$ cat src/rtl/sha256_core_mb.sv
// sha256_core_mb: multi-block SHA-256 compression core, 1/2/4 rounds per cycle.
// Optional SHA-224 output mode enabled by defining SHA256_CORE_SHA224_EN.
module sha256_core_mb #(
  parameter int    rounds_per_cycle_p = 1,
  parameter string core_id_p          = "inv"
) (
  input  logic         clk_i,
  input  logic         reset_i,
  input  logic         en_i,
  input  logic         v_i,
  output logic         ready_o,
  input  logic [511:0] msg_i,
  input  logic         first_i,
  input  logic         last_i,
`ifdef SHA256_CORE_SHA224_EN
  input  logic         mode_i,
`endif
  output logic         v_o,
  input  logic         yumi_i,
  output logic [255:0] digest_o
);

  localparam int R = rounds_per_cycle_p;

  localparam logic [7:0][31:0] IV256 = {
    32'h5be0cd19, 32'h1f83d9ab, 32'h9b05688c, 32'h510e527f,
    32'ha54ff53a, 32'h3c6ef372, 32'hbb67ae85, 32'h6a09e667};

  localparam logic [31:0] K [0:63] = '{
    32'h428a2f98, 32'h71374491, 32'hb5c0fbcf, 32'he9b5dba5,
    32'h3956c25b, 32'h59f111f1, 32'h923f82a4, 32'hab1c5ed5,
    32'hd807aa98, 32'h12835b01, 32'h243185be, 32'h550c7dc3,
    32'h72be5d74, 32'h80deb1fe, 32'h9bdc06a7, 32'hc19bf174,
    32'he49b69c1, 32'hefbe4786, 32'h0fc19dc6, 32'h240ca1cc,
    32'h2de92c6f, 32'h4a7484aa, 32'h5cb0a9dc, 32'h76f988da,
    32'h983e5152, 32'ha831c66d, 32'hb00327c8, 32'hbf597fc7,
    32'hc6e00bf3, 32'hd5a79147, 32'h06ca6351, 32'h14292967,
    32'h27b70a85, 32'h2e1b2138, 32'h4d2c6dfc, 32'h53380d13,
    32'h650a7354, 32'h766a0abb, 32'h81c2c92e, 32'h92722c85,
    32'ha2bfe8a1, 32'ha81a664b, 32'hc24b8b70, 32'hc76c51a3,
    32'hd192e819, 32'hd6990624, 32'hf40e3585, 32'h106aa070,
    32'h19a4c116, 32'h1e376c08, 32'h2748774c, 32'h34b0bcb5,
    32'h391c0cb3, 32'h4ed8aa4a, 32'h5b9cca4f, 32'h682e6ff3,
    32'h748f82ee, 32'h78a5636f, 32'h84c87814, 32'h8cc70208,
    32'h90befffa, 32'ha4506ceb, 32'hbef9a3f7, 32'hc67178f2};

  typedef enum logic [1:0] {eIdle, eBusy, eFinal, eDone} state_e;

  state_e            r_state;
  logic [7:0][31:0]  r_h;
  logic [7:0][31:0]  r_v;
  logic [15:0][31:0] r_win;
  logic [5:0]        r_cnt;
  logic              r_last;
  logic [255:0]      r_dig;
`ifdef SHA256_CORE_SHA224_EN
  logic              r_mode;
`endif

  logic [7:0][31:0]  w_iv;
  logic [15:0][31:0] w_msg_win;
  logic [7:0][31:0]  w_v_nxt;
  logic [15:0][31:0] w_win_nxt;
  logic [7:0][31:0]  w_h_sum;
  logic [255:0]      w_dig_nxt;
  logic [6:0]        w_cnt_sum;

  function automatic logic [31:0] ror(input logic [31:0] x, input int n);
    return (x >> n) | (x << (32 - n));
  endfunction

  function automatic logic [31:0] f_sig0(input logic [31:0] x);
    return ror(x, 7) ^ ror(x, 18) ^ (x >> 3);
  endfunction

  function automatic logic [31:0] f_sig1(input logic [31:0] x);
    return ror(x, 17) ^ ror(x, 19) ^ (x >> 10);
  endfunction

  function automatic logic [31:0] f_bsig0(input logic [31:0] x);
    return ror(x, 2) ^ ror(x, 13) ^ ror(x, 22);
  endfunction

  function automatic logic [31:0] f_bsig1(input logic [31:0] x);
    return ror(x, 6) ^ ror(x, 11) ^ ror(x, 25);
  endfunction

  // Window slot 0 always holds Wt; slot 15 receives W(t+16).
  function automatic logic [31:0] f_next_w(input logic [15:0][31:0] w);
    return f_sig1(w[14]) + w[9] + f_sig0(w[1]) + w[0];
  endfunction

  // Word 0 is a, word 7 is h.
  function automatic logic [7:0][31:0] f_round(
    input logic [7:0][31:0] v,
    input logic [31:0]      wt,
    input logic [31:0]      kt
  );
    logic [31:0]      t1;
    logic [31:0]      t2;
    logic [7:0][31:0] r;
    t1 = v[7] + f_bsig1(v[4]) + ((v[4] & v[5]) ^ (~v[4] & v[6])) + kt + wt;
    t2 = f_bsig0(v[0]) + ((v[0] & v[1]) ^ (v[0] & v[2]) ^ (v[1] & v[2]));
    r[0] = t1 + t2;
    r[1] = v[0];
    r[2] = v[1];
    r[3] = v[2];
    r[4] = v[3] + t1;
    r[5] = v[4];
    r[6] = v[5];
    r[7] = v[6];
    return r;
  endfunction

  // Unrolled R rounds plus schedule advance, and block/IV/finalisation helpers.
  always_comb begin : round_logic
    logic [7:0][31:0]  v;
    logic [15:0][31:0] w;
    v = r_v;
    w = r_win;
    for (int k = 0; k < R; k++) begin
      v = f_round(v, w[0], K[r_cnt + 6'(k)]);
      w = {f_next_w(w), w[15:1]};
    end
    w_v_nxt   = v;
    w_win_nxt = w;
    w_cnt_sum = {1'b0, r_cnt} + 7'(R);
    for (int i = 0; i < 16; i++) begin
      w_msg_win[i] = msg_i[511 - 32*i -: 32];
    end
    for (int i = 0; i < 8; i++) begin
      w_h_sum[i] = r_h[i] + r_v[i];
    end
`ifdef SHA256_CORE_SHA224_EN
    w_iv = mode_i ? {32'hbefa4fa4, 32'h64f98fa7, 32'h68581511, 32'hffc00b31,
                     32'hf70e5939, 32'h3070dd17, 32'h367cd507, 32'hc1059ed8}
                  : IV256;
    w_dig_nxt = r_mode ? {32'h0, w_h_sum[223:0]} : w_h_sum;
`else
    w_iv      = IV256;
    w_dig_nxt = w_h_sum;
`endif
  end

  // Control FSM with datapath registers; en_i low freezes everything.
  always_ff @(posedge clk_i or posedge reset_i) begin
    if (reset_i) begin
      r_state <= eIdle;
      r_cnt   <= '0;
      r_h     <= IV256;
      r_v     <= '0;
      r_win   <= '0;
      r_last  <= 1'b0;
      r_dig   <= '0;
`ifdef SHA256_CORE_SHA224_EN
      r_mode  <= 1'b0;
`endif
    end else if (en_i) begin
      unique case (r_state)
        eIdle: begin
          if (v_i) begin
            r_win  <= w_msg_win;
            r_last <= last_i;
            r_cnt  <= '0;
            if (first_i) begin
              r_h <= w_iv;
              r_v <= w_iv;
`ifdef SHA256_CORE_SHA224_EN
              r_mode <= mode_i;
`endif
            end else begin
              r_v <= r_h;
            end
            r_state <= eBusy;
          end
        end
        eBusy: begin
          r_v   <= w_v_nxt;
          r_win <= w_win_nxt;
          r_cnt <= w_cnt_sum[5:0];
          if (w_cnt_sum[6]) r_state <= eFinal;
        end
        eFinal: begin
          r_h <= w_h_sum;
          if (r_last) begin
            r_dig   <= w_dig_nxt;
            r_state <= eDone;
          end else begin
            r_state <= eIdle;
          end
        end
        eDone: begin
          if (yumi_i) r_state <= eIdle;
        end
        default: r_state <= eIdle;
      endcase
    end
  end

  assign ready_o  = (r_state == eIdle);
  assign v_o      = (r_state == eDone);
  assign digest_o = r_dig;

endmodule

$ cat config.mk
export PLATFORM = sky130hd
export DESIGN_NAME = sha256_core_mb
export DESIGN_NICKNAME = d
export VERILOG_FILES = /design/src/rtl/sha256_core_mb.sv
export SDC_FILE = /design/constraint.sdc
export NUM_CORES = 2
export LEC_CHECK = 0
export ABC_AREA = 1
export CORE_MARGIN = 4
export CORE_UTILIZATION = 40
export CTS_BUF_LIST = sky130_fd_sc_hd__clkbuf_16
export CTS_CLUSTER_SIZE = 24
export DETAILED_ROUTE_END_ITERATION = 7
export PLACE_DENSITY = 0.64
export SYNTH_ARGS = -nofsm -noshare
export SYNTH_HDL_FRONTEND = slang
export SYNTH_SLANG_ARGS = --single-unit
$ cat constraint.sdc
create_clock -name clk_i -period 78.9 [get_ports clk_i]
set_input_delay 15.78 -clock clk_i [delete_from_list [all_inputs] [get_ports clk_i]]
set_output_delay 15.78 -clock clk_i [all_outputs]
set_load 0.02 [all_outputs]
# Yosys cells after proc, flatten, opt, wreduce, memory -nomap -nowiden
# Memories as Yosys holds them, arrays and structs flattened.
# Index checks and enable logic that the tools add are counted.
# totals
register_bits	1289
mem_bits_ro	2048
memories	1
# classes
addsub	19
order_cmp	1
eq_ne	6
n_mux	15
bitwise_logic	28
reduce_logical	8
# mem_list
memory	words	word_bits	read_ports	rd_ports_with_merged_regs	write_ports	line_no	source
(no name shown)	64	32	1	0	0	122	v = f_round(v, w[0], K[r_cnt + 6'(k)]);
# op_table
op	n
$pmux 256 s2	2
$pmux 512 s2	1
$add 32x32->32	18
$mux 256	2
$mux 512	1
$xor 32x32->32	9
$and 32x32->32	5
$mux 32	2
$not 32->32	1
$or 10x32->32	1
$or 13x32->32	1
$or 14x32->32	1
$or 15x32->32	1
$or 19x32->32	1
$or 21x32->32	1
$or 25x32->32	1
$or 26x32->32	1
$or 30x32->32	1
$or 7x32->32	1
$xor 32x22->32	1
$xor 32x29->32	1
$pmux 6 s2	1
$reduce_and 3->1	4
$mux 2	4
12 further kinds	15

# Longest topological paths before layout
# logic_depth
depth_word	9
mapped_depth	43
depth_no_buf	42

# Worst setup path before layout
# No wires, ideal clock.
# synth_path
path_type	input port to flip-flop
start	input first_i
end	register r_h[51] in the netlist's numbering
arrival_ns	16.902
path_slack_ns	61.882
cell_stages	8
path_buffers	3
path_cell_list	clkbuf_1 > clkbuf_1 > clkbuf_1 > nor2_1 > o21ai_0 > inv_1 > nand2_1 > nand2_1
# synth_via
elab_chain_len	3
# synth_rtl
item	line_no	source
start: declaration	13	input logic first_i,
$mux 256 (2 in a row)	-	
$pmux 256 s2	-	
end signal: assignment	166	r_h <= w_iv;
end signal: assignment	184	r_h <= w_h_sum;
end: declaration	50	logic [7:0][31:0] r_h;
# No other way between the ends. The select of a mux whose other input is x is not followed.
# A chain may end at the register's enable or synchronous reset.

# Final worst setup path
# layout_path
start	input en_i
end	register r_win[102] in the netlist's numbering
# layout_via
elab_chain_len	1
# layout_rtl
item	line_no	source
start: declaration	9	input logic en_i,
$reduce_and 3->1 (no source line)	-	
end signal: assignment	162	r_win <= w_msg_win;
end signal: assignment	179	r_win <= w_win_nxt;
end: declaration	52	logic [15:0][31:0] r_win;
# No other way between the ends.

==> qor.tcl <==
set qor(clock_tree_from_tritoncts) {done}
set qor(critPathBufInv) 8
set qor(detail_route.iter0.violations) 9986
set qor(hold_viol) 0
set qor(synth_nets) 13090
set qor(timing.critical_path.to_type) {flip-flop}
set qor(critPathArrivalTime_ns) 21.41
set qor(synth_most_common_cell) {sky130_fd_sc_hd__nand2_1}
set qor(final.min_clock_period_ns) 20.67
set qor(timing.critical_path.slowest_stage_cell) {sky130_fd_sc_hd__buf_4}
set qor(fp.dieH_microns) 480.4
set qor(portBuffers) 776
set qor(reg2reg_to) {r_v[21]}
set qor(non_filler_cells_final) 15510
set qor(route.final.wire_length_mm) 379.2
set qor(ys_ff_latch) 1289
set qor(wire_per_inst_microns) 24.44
set qor(min_path_type) {reg -> reg}
set qor(worst_clock_skew_ns) 0.05931
set qor(netlist_top_cells_count) {3009 x sky130_fd_sc_hd__nand2_1, 1506 x sky130_fd_sc_hd__inv_1, 1153 x sky130_fd_sc_hd__dfrtp_1}
set qor(min_to) {digest_o[144]}
set qor(timing.reg2reg.setup_slack_ns) 69.45
set qor(grt_first_pass_wirelength_mm) 547.5
set qor(crit_path_start_kind) {input port}
set qor(synth_cell_type_count) 72
set qor(die-area_sq_mm) 0.2307
set qor(critPathRequiredTime_ns) 79.64
set qor(critical_path.reg2reg.startpoint) {r_cnt[1]}
set qor(drcViolationCount) 0
set qor(edff_count_synth) 0
set qor(unrepaired_setup_endpoints_after_global_routing) {no}
set qor(status) {completed}
set qor(critical_path.most_common_cell) {sky130_fd_sc_hd__buf_4}
set qor(netlist_instances) 11990
set qor(synth-async-reset-ratio_pct) 100.0
set qor(final_net_count) 13470
set qor(clkLatencyLatePin_ns) 0.85
set qor(critPathMaxFanout) 155
set qor(tightest_slew_ns) 1.154
set qor(cts_buffers) 151
set qor(fin_setup_tns_ns) 0
set qor(tritoncts_num_sinks) 1289
set qor(synth_sequential_area_ratio_pct) 36.33
set qor(clock_tree.buffer_depth) 3
set qor(vias) 86940
set qor(dp_hpwl_mm) 293.6
set qor(worst_setup_hold_path_clk_slew_ns) 0.06
set qor(floorplan.core_area_sq_mm) 0.2221
set qor(post_route_cells_drive_above_1_share_pct) 4.218
set qor(post-place-cells) 15190
set qor(floorplan.initialDensity_pct) 40.19
set qor(grt_max_degree) 259
set qor(hold_path_startpoint) {digest_o[144]}
set qor(yosysTopAreaCellShare_pct) 32.33
set qor(multi_input_comb_area_sq_mm) 0.04840
set qor(grt_remaining_overflow) 0
set qor(ff_latch_area_sq_mm) 0.03243
set qor(ios) 777
set qor(holdPathStages) 2
set qor(synth_area_sq_mm) 0.08925
set qor(die_w_microns) 480.4
set qor(cpPeakStageDelay_ns) 0.96
set qor(period_share_pct) 26.20
set qor(cts_hold_buffers) 0
set qor(path_delay_family) {buffers and inverters}
set qor(drt_pre_antenna_iters) 7
set qor(layout.filler_cells) 22510
set qor(synth_area_leaders) {sky130_fd_sc_hd__dfrtp_1 32%, sky130_fd_sc_hd__nand2_1 13%, sky130_fd_sc_hd__inv_1 6.3%, sky130_fd_sc_hd__ha_1 5.5%, sky130_fd_sc_hd__o211ai_1 5.1%}
set qor(dominantRegCellSynth) {sky130_fd_sc_hd__dfrtp_1}
set qor(total_routing_usage_gr_pct) 31.74
set qor(final_max_slew_viol_count) 0
set qor(ant_nets) 0
set qor(cp_cell_sequence) {clkdlybuf4s50_1, nand3_4, buf_4, inv_2, buf_4, nor2_4, inv_8, buf_4, buf_4, buf_4, o211ai_1, o21ai_1}
set qor(post_cts.repair.setup_buffers) 0
set qor(slew_headroom_pct) 22.23
set qor(drv.max_cap_violation_count) 0
set qor(report.final.setup_viol) 0
set qor(layout-area-overhead-vs-synth_pct) 16.44
set qor(yosys.area.top_type) {sky130_fd_sc_hd__dfrtp_1}
set qor(grt_pass1_vias) 80900
set qor(postCtsResizedCells) 0
set qor(clock_tree.htree_level_count) 4
set qor(max_freq_mhz) 48.37
set qor(reg2regPathDepth) 37
set qor(vias_per_cell) 5.604
set qor(critical_path_class) {in -> reg}
set qor(gpl.final_weighted_congestion) 1.009
set qor(grt_antenna_before_repair) 62
set qor(std_cell_rows) 173
set qor(root_buffer) {sky130_fd_sc_hd__clkbuf_16}
set qor(synth_warnings) 0
set qor(avg_inst_size_synth_sq_um) 7.446
==> worst min-delay path: stages (launching register included) <==
cell and delay (ns):
sky130_fd_sc_hd__dfrtp_1 0.34, sky130_fd_sc_hd__nand2_1 0.05, sky130_fd_sc_hd__nand2_1 0.05
==> state kept, by name, indices dropped and copies added, names as in the netlist <==
name,cells
r_win,512
digest_o,256
r_h,256
r_v,256
r_cnt,6
r_state,2
r_last,1
==> cell type report <==
cell class | count | area share, %
antenna | 45 | 0.1084
clock buffer | 152 | 3.660
clock inverter | 126 | 1.152
inverter | 1525 | 5.551
multi-input combinational | 8537 | 46.57
sequential | 1289 | 31.20
tap | 2975 | 3.582
timing repair buffer | 864 | 8.171
==> routing by layer <==
layer | vias to the layer above | share of wire (%) | track usage [%]
met4 | 32 | 5.3 | 15.66
met3 | 739 | 9.1 | 7.137
li1 | 40450 | - | -
met2 | 3928 | 44 | 47.56
met5 | - | 0.059 | 0
met1 | 41790 | 42 | 43.19
==> stage by stage <==
stage / setup slack (ns) / utilization (%) / area [sq um] / hold slack, ns
4_1_cts: 58.41 / 46.74 / 103800 / 0.4795
3_3_place_gp: 57.60 / 44.49 / 98810 / 0.4617
2_1_floorplan: 27.02 / - / 89250 / 0.4569
3_5_place_dp: 57.52 / 44.49 / 98810 / 0.4651
6_report: 58.23 / 46.79 / 103900 / 0.4750
5_1_grt: 57.95 / 46.78 / 103900 / 0.4919
==> cells by family (layout without fill, tap and decap cells) <==
| kind of cell | Yosys count | after routing | synth area share [%] |
|---|---|---|---|
| compound gates | 3143 | 3143 | 20.66 |
| xor+xnor | 420 | 420 | 4.122 |
| fa+ha+maj | 586 | 586 | 9.850 |
| buf+inv | 2160 | 2667 | 9.483 |
| flops | 1289 | 1289 | 36.33 |
| other cells | 0 | 45 | 0 |
| simple gates | 4388 | 4388 | 19.55 |
==> worst max path at each step <==
stage | slack (ns) | cells after the start | start | endpoint
2_1_floorplan | 27.02 | 1 | reset_i | digest_o[0]
3_3_place_gp | 57.60 | 12 | v_i | r_win[228]
3_5_place_dp | 57.52 | 12 | en_i | r_win[309]
4_1_cts | 58.41 | 12 | en_i | r_win[102]
5_1_grt | 57.95 | 12 | en_i | r_win[149]
6_report | 58.23 | 12 | en_i | r_win[102]
==> cells in the final DEF, fill, tap and decap left out, types with 11 or more instances in the layout <==
cell type,netlist,layout
sky130_fd_sc_hd__a211oi_1,11,11
sky130_fd_sc_hd__a21boi_1,12,12
sky130_fd_sc_hd__a21o_1,39,39
sky130_fd_sc_hd__a21oi_1,650,650
sky130_fd_sc_hd__a22oi_1,27,27
sky130_fd_sc_hd__a31oi_1,148,148
sky130_fd_sc_hd__buf_4,17,83
sky130_fd_sc_hd__bufinv_16,0,15
sky130_fd_sc_hd__clkbuf_16,0,152
sky130_fd_sc_hd__clkdlybuf4s50_1,0,775
sky130_fd_sc_hd__clkinv_1,1,27
sky130_fd_sc_hd__clkinv_2,0,18
sky130_fd_sc_hd__dfrtp_1,1153,1152
sky130_fd_sc_hd__dfstp_2,136,136
sky130_fd_sc_hd__diode_2,0,45
sky130_fd_sc_hd__fa_1,195,195
sky130_fd_sc_hd__ha_1,389,389
sky130_fd_sc_hd__inv_1,1506,1545
sky130_fd_sc_hd__inv_2,18,14
sky130_fd_sc_hd__nand2_1,3009,3008
sky130_fd_sc_hd__nand3_1,369,369
sky130_fd_sc_hd__nand3b_1,17,17
sky130_fd_sc_hd__nand4_1,50,50
sky130_fd_sc_hd__nor2_1,768,768
sky130_fd_sc_hd__nor3_1,99,99
sky130_fd_sc_hd__nor4_1,21,21
sky130_fd_sc_hd__o211ai_1,601,601
sky130_fd_sc_hd__o21ai_0,855,855
sky130_fd_sc_hd__o21ai_1,512,512
sky130_fd_sc_hd__o21bai_1,65,65
sky130_fd_sc_hd__o221ai_1,21,21
sky130_fd_sc_hd__o22ai_1,91,91
sky130_fd_sc_hd__o311ai_0,15,15
sky130_fd_sc_hd__or2_2,28,28
sky130_fd_sc_hd__xnor2_1,176,176
sky130_fd_sc_hd__xor2_1,244,244
Power is left out: the tool's default activity adds up to more than one toggle a clock period on the data nets, which glitch-free logic cannot reach.
